$ cat src/rtl/goldschmidt_ctrl.sv
// goldschmidt_ctrl: sequencing controller for a Goldschmidt divider datapath.
// Accepts one divide request via start/busy/done, holds the operands on the
// datapath inputs and walks the shared multiplier through load, ITERS
// refinement pairs and a final product, then captures the rounded quotient.
// Optional feature macro: GS_DIVZERO_EN (zero divisor short-circuits to a
// saturated quotient with the dz flag set).
module goldschmidt_ctrl #(
  parameter int ITERS = 2
) (
  input  logic        clk,
  input  logic        reset,
  input  logic        start,
  input  logic [15:0] N_in,
  input  logic [15:0] D_in,
  input  logic [15:0] IA_in,
  input  logic [15:0] result,
  output logic [15:0] N,
  output logic [15:0] D,
  output logic [15:0] IA,
  output logic        kSelect,
  output logic [1:0]  ndSelect,
  output logic        nEnable,
  output logic        dEnable,
  output logic        busy,
  output logic        done,
  output logic [15:0] quotient,
  output logic        dz
);

  typedef enum logic [2:0] {
    IDLE   = 3'd0,
    LOAD_D = 3'd1,
    LOAD_N = 3'd2,
    IT_N   = 3'd3,
    IT_D   = 3'd4,
    FINAL  = 3'd5,
    CAPT   = 3'd6
  } state_t;

  // Counter value seen in the last IT_D step (counter counts completed pairs).
  localparam logic [2:0] LAST_ITER = 3'(ITERS - 1);

  state_t      state;
  state_t      next_state;
  logic [2:0]  iter_cnt;
  logic        accept;
  logic        zero_div;

  assign accept = (state == IDLE) && start;

`ifdef GS_DIVZERO_EN
  assign zero_div = (D_in == 16'h0000);
`else
  assign zero_div = 1'b0;
`endif

  // State register, operand latches, iteration counter, done pulse and quotient capture.
  always_ff @(posedge clk) begin
    if (!reset) begin
      state    <= IDLE;
      iter_cnt <= 3'd0;
      N        <= 16'h0000;
      D        <= 16'h0000;
      IA       <= 16'h0000;
      done     <= 1'b0;
      quotient <= 16'h0000;
    end else begin
      state <= next_state;
      done  <= (state == CAPT);
      if (accept) begin
        N        <= N_in;
        D        <= D_in;
        IA       <= IA_in;
        iter_cnt <= 3'd0;
      end else if (state == IT_D) begin
        iter_cnt <= iter_cnt + 3'd1;
      end
      if (state == CAPT) begin
`ifdef GS_DIVZERO_EN
        quotient <= (D == 16'h0000) ? 16'hFFFF : result;
`else
        quotient <= result;
`endif
      end
    end
  end

`ifdef GS_DIVZERO_EN
  // Divide-by-zero flag tracks the most recently captured quotient.
  always_ff @(posedge clk) begin
    if (!reset) begin
      dz <= 1'b0;
    end else if (state == CAPT) begin
      dz <= (D == 16'h0000);
    end
  end
`else
  assign dz = 1'b0;
`endif

  // Next-state decode of the divide sequence.
  always_comb begin
    next_state = state;
    case (state)
      IDLE: begin
        if (start) begin
          next_state = zero_div ? CAPT : LOAD_D;
        end else begin
          next_state = IDLE;
        end
      end
      LOAD_D: next_state = LOAD_N;
      LOAD_N: next_state = IT_N;
      IT_N:   next_state = IT_D;
      IT_D: begin
        if (iter_cnt == LAST_ITER) begin
          next_state = FINAL;
        end else begin
          next_state = IT_N;
        end
      end
      FINAL:  next_state = CAPT;
      CAPT:   next_state = IDLE;
      default: next_state = IDLE;
    endcase
  end

  // Moore decode of the datapath controls and busy from the current state.
  always_comb begin
    kSelect  = 1'b0;
    ndSelect = 2'b00;
    nEnable  = 1'b0;
    dEnable  = 1'b0;
    busy     = (state != IDLE);
    case (state)
      LOAD_D: begin
        ndSelect = 2'b00;
        dEnable  = 1'b1;
      end
      LOAD_N: begin
        ndSelect = 2'b01;
        nEnable  = 1'b1;
      end
      IT_N: begin
        kSelect  = 1'b1;
        ndSelect = 2'b11;
        nEnable  = 1'b1;
      end
      IT_D: begin
        kSelect  = 1'b1;
        ndSelect = 2'b10;
        dEnable  = 1'b1;
      end
      FINAL: begin
        kSelect  = 1'b1;
        ndSelect = 2'b11;
        dEnable  = 1'b1;
      end
      default: begin
        kSelect  = 1'b0;
        ndSelect = 2'b00;
        nEnable  = 1'b0;
        dEnable  = 1'b0;
      end
    endcase
  end

endmodule

$ cat config.mk
export PLATFORM = sky130hd
export DESIGN_NAME = goldschmidt_ctrl
export DESIGN_NICKNAME = d
export VERILOG_FILES = /design/src/rtl/goldschmidt_ctrl.sv
export SDC_FILE = /design/constraint.sdc
export NUM_CORES = 1
export LEC_CHECK = 0
export ABC_CLOCK_PERIOD_IN_PS = 2800
export BUFFER_PORTS_ARGS = -buffer_cell sky130_fd_sc_hd__buf_2
export CORE_UTILIZATION = 48
export DETAILED_ROUTE_END_ITERATION = 8
export MAX_ROUTING_LAYER = met4
export PLACE_DENSITY = 0.89
export SLEW_MARGIN = 20
export SYNTH_ARGS = -nofsm -noshare
export SYNTH_HDL_FRONTEND = slang
export SYNTH_SLANG_ARGS = --single-unit
$ cat constraint.sdc
create_clock -name clk -period 2.8 [get_ports clk]
set_input_delay 0.56 -clock clk [delete_from_list [all_inputs] [get_ports clk]]
set_output_delay 0.56 -clock clk [all_outputs]
set_load 0.005 [all_outputs]
==> metrics.md <==
| Metric | Value |
|---|---|
| Status | `completed` |
| Least-Margin Pin Slew | `0.583 ns` |
| Setup crit end kind | `output pin` |
| Post-synthesis to final-layout area growth | `32.2%` |
| Share of the core filled with cells in the final layout | `67.7%` |
| Die height | `76.8 um` |
| Final period utilization | `76.8%` |
| Commonest cells after routing, fill and taps aside | `137 x buf_2, 81 x nand2_1, 71 x dfxtp_1` |
| Final HPWL DP | `4390 um` |
| Count of pins over their slew limit | `0` |
| Worst skew pair latency | `0.34 ns` |
| Peak supply drop | `0.420 mV` |
| Ratio of total power to cell area | `632 mW/mm^2` |
| Violation count after the first detailed-route iteration | `112` |
| Pin count of the biggest net entering global routing | `62` |
| CTS max path bufs | `2` |
| Starting Density | `51.2%` |
| Synthesized flop and latch total | `71` |
| Final ANT Viol Nets | `0` |
| Arrival @ worst endpoint | `1.59 ns` |
| Post-CTS Repair Setup Buffers | `0` |
| Final Net Count | `520` |
| Number of global-route vias before repair | `2412` |
| Fmax | `465 MHz` |
| Final Instance Count excl. Fillers | `526` |
| Number of buffer cells added on primary ports | `137` |
| Count of yosys warnings during synthesis | `0` |
| Startpoint types | `flop` |
| Number of clock buffers inserted by TritonCTS | `9` |
| CTS Root Cell | `clkbuf_8` |
| Source of the critical timing path | `state[1]$_SDFF_PN0_` |
| Clock Sinks | `71` |
| Number of vias per cell | `4.99` |
| Number of cells produced by synthesis | `328` |
| Residual DRC count | `0` |
| Most common cell after layout, fill and taps aside | `buf_2` |
| Core Footprint | `0.00524 mm^2` |
| WP data required | `2.24 ns` |
| Count of endpoints failing setup in the final report | `0` |
| Portion of the post-synthesis area used by sequential elements | `53.0%` |
| Type of the worst setup path | `reg2out` |
| Post-Route Skew | `0.00848 ns` |
| Placed instance count | `510` |
| Start point of the worst hold path | `D_in[14]` |
| Maximum net fanout on the critical path | `15` |
| WP buf/inv | `1` |
| Clock-pin slew on the worst setup and hold paths | `0.07 ns` |
| Routed wire length | `6100 um` |
| Max incr delay on CP | `0.64 ns` |
| Net count after synthesis | `397` |
| Wire length of the first global-routing pass | `10200 um` |
| Post-synthesis cell area | `0.00268 mm^2` |
| Number of different library cells in the post-synthesis netlist | `29` |
| Fillcell total | `425` |
| Critical-path cell list | `nor2b_1 -> nand2_1 -> o21ai_0 -> buf_2` |
| Row Count | `26` |
| Routed wire length per instance | `11.6 um` |
| Number of top-level pins | `139` |
| Width of the die | `76.8 um` |
| Final TNS setup | `0 ns` |
| Fraction of final layout cells sized beyond drive strength 1 | `34.9%` |
| Worst rel slew slack | `61.0%` |
| Mean Syn Cell Area | `8.18 um^2` |
| Total power consumption of the routed design | `0.00224 W` |
| Pre-antenna DRT Iters | `4` |
| Number of resized instances in the post-cts repair step | `0` |
| Number of antenna violations at the first check in global routing | `0` |
| CP delay by family, top | `flip-flops` |
| ANT cells | `0` |
| Worst reg2reg path startpoint | `state[1]$_SDFF_PN0_` |
| Post-route minimum period | `2.15 ns` |
| Detailed-route via count | `2625` |
| Total of hold buffers inserted after clock tree synthesis | `0` |
| Final hold violations | `0` |
| Path type of the worst min-delay path | `in2reg` |
| Grt ovf | `0` |
| Final estimated routing congestion in global placement | `0.776` |
| Clock tree from TritonCTS | `yes` |
| Max-cap viol count | `0` |
| Area of the die | `0.00589 mm^2` |
| H-tree Lvls | `3` |
| Total leakage power | `1.63 nW` |
| Cell with the biggest individual delay on the critical path | `dfxtp_1` |
| GRT Resource Usage Total | `22.3%` |
| RSZ-0062 raised after global routing | `false` |
==> logic make-up (layout without fill, tap and decap cells) <==
kind of cell / Yosys count / count (layout) / synth area share [%]
flip-flops: 71 / 71 / 53.0
AND/OR/NAND/NOR: 147 / 147 / 25.0
adder cells (fa/ha/maj): 2 / 2 / 0.933
other: 1 / 1 / 0.140
XOR/XNOR: 2 / 2 / 0.653
buffers and inverters: 32 / 160 / 6.11
AO/OA/AOI/OAI: 73 / 73 / 14.1
==> sequential cells by signal (all words and copies together), names as in the netlist <==
name / count
quotient: 16
D: 16
IA: 16
N: 16
state: 3
done: 1
iter_cnt: 3
==> worst reg2reg max path: stages, from the launching register on <==
cell	delay, ns
dfxtp_1	0.47
nor4b_4	0.35
buf_4	0.46
nand2b_1	0.22
a211oi_1	0.05
==> where the power goes <==
group	internal, W	total [W]	switching, W
Clock	0.000499	0.000871	0.000372
Combinational	0.000120	0.000260	0.000140
Sequential	0.00107	0.00111	0.0000403
==> cells in the mapped netlist (all sizes together) <==
cell type	count	area share, %
conb	1	0.14
ha	2	0.93
nor3b	1	0.47
a21o	1	0.28
and4bb	1	0.47
nor2b	3	0.70
and3b	1	0.33
nand3b	1	0.28
a211oi	1	0.28
nor2	7	0.98
o311a	1	0.37
clkinv	1	0.14
nor3	1	0.19
or3	1	0.23
nand2b	1	0.23
buf	11	3.2
clkbuf	18	2.5
o21ai	52	9.7
nor4b	1	0.89
a21oi	17	3.2
nand2	81	11
dfxtp	71	53
a2111oi	1	0.33
nand3	48	9.0
xnor2	2	0.65
inv	2	0.28
==> final timing paths <==
path / end / slack (ns) / depth (start not counted)
worst max-delay path: kSelect / 0.65 / 4
worst min-delay path: D[14]$_SDFFE_PN0P_ / 0.44 / 3
worst max register to register: iter_cnt[1]$_SDFFE_PP0P_ / 1.14 / 4
worst min register to register: D[10]$_SDFFE_PN0P_ / 0.45 / 2
==> final cells by class <==
type / count / area (um^2) / area share [%]
clock buffers: 10 / 128 / 3.60
clock inverters: 6 / 85.1 / 2.40
inverters: 3 / 11.3 / 0.318
multi-input cells: 225 / 1100 / 30.9
flip-flops and latches: 71 / 1420 / 40.1
well taps: 70 / 87.6 / 2.47
repair buffers: 141 / 716 / 20.2
==> metal layers <==
layer	track usage, %	wire length, um	vias to the layer above
met5	-	0	-
met3	6.07	520	9
met2	37.4	2880	116
met4	11.5	98	0
met1	24.0	2600	1160
li1	-	-	1340
==> through the flow <==
stage | setup slack [ns] | hold slack, ns | cell area (um^2)
4_1_cts | 0.650 | 0.423 | 3550
3_5_place_dp | 0.919 | 0.442 | 3330
5_1_grt | 0.465 | 0.430 | 3550
3_3_place_gp | 1.03 | 0.432 | 3330
2_1_floorplan | 1.19 | 0.445 | 2680
6_report | 0.649 | 0.437 | 3550
Note: power is estimated with default switching activity, not from simulation.
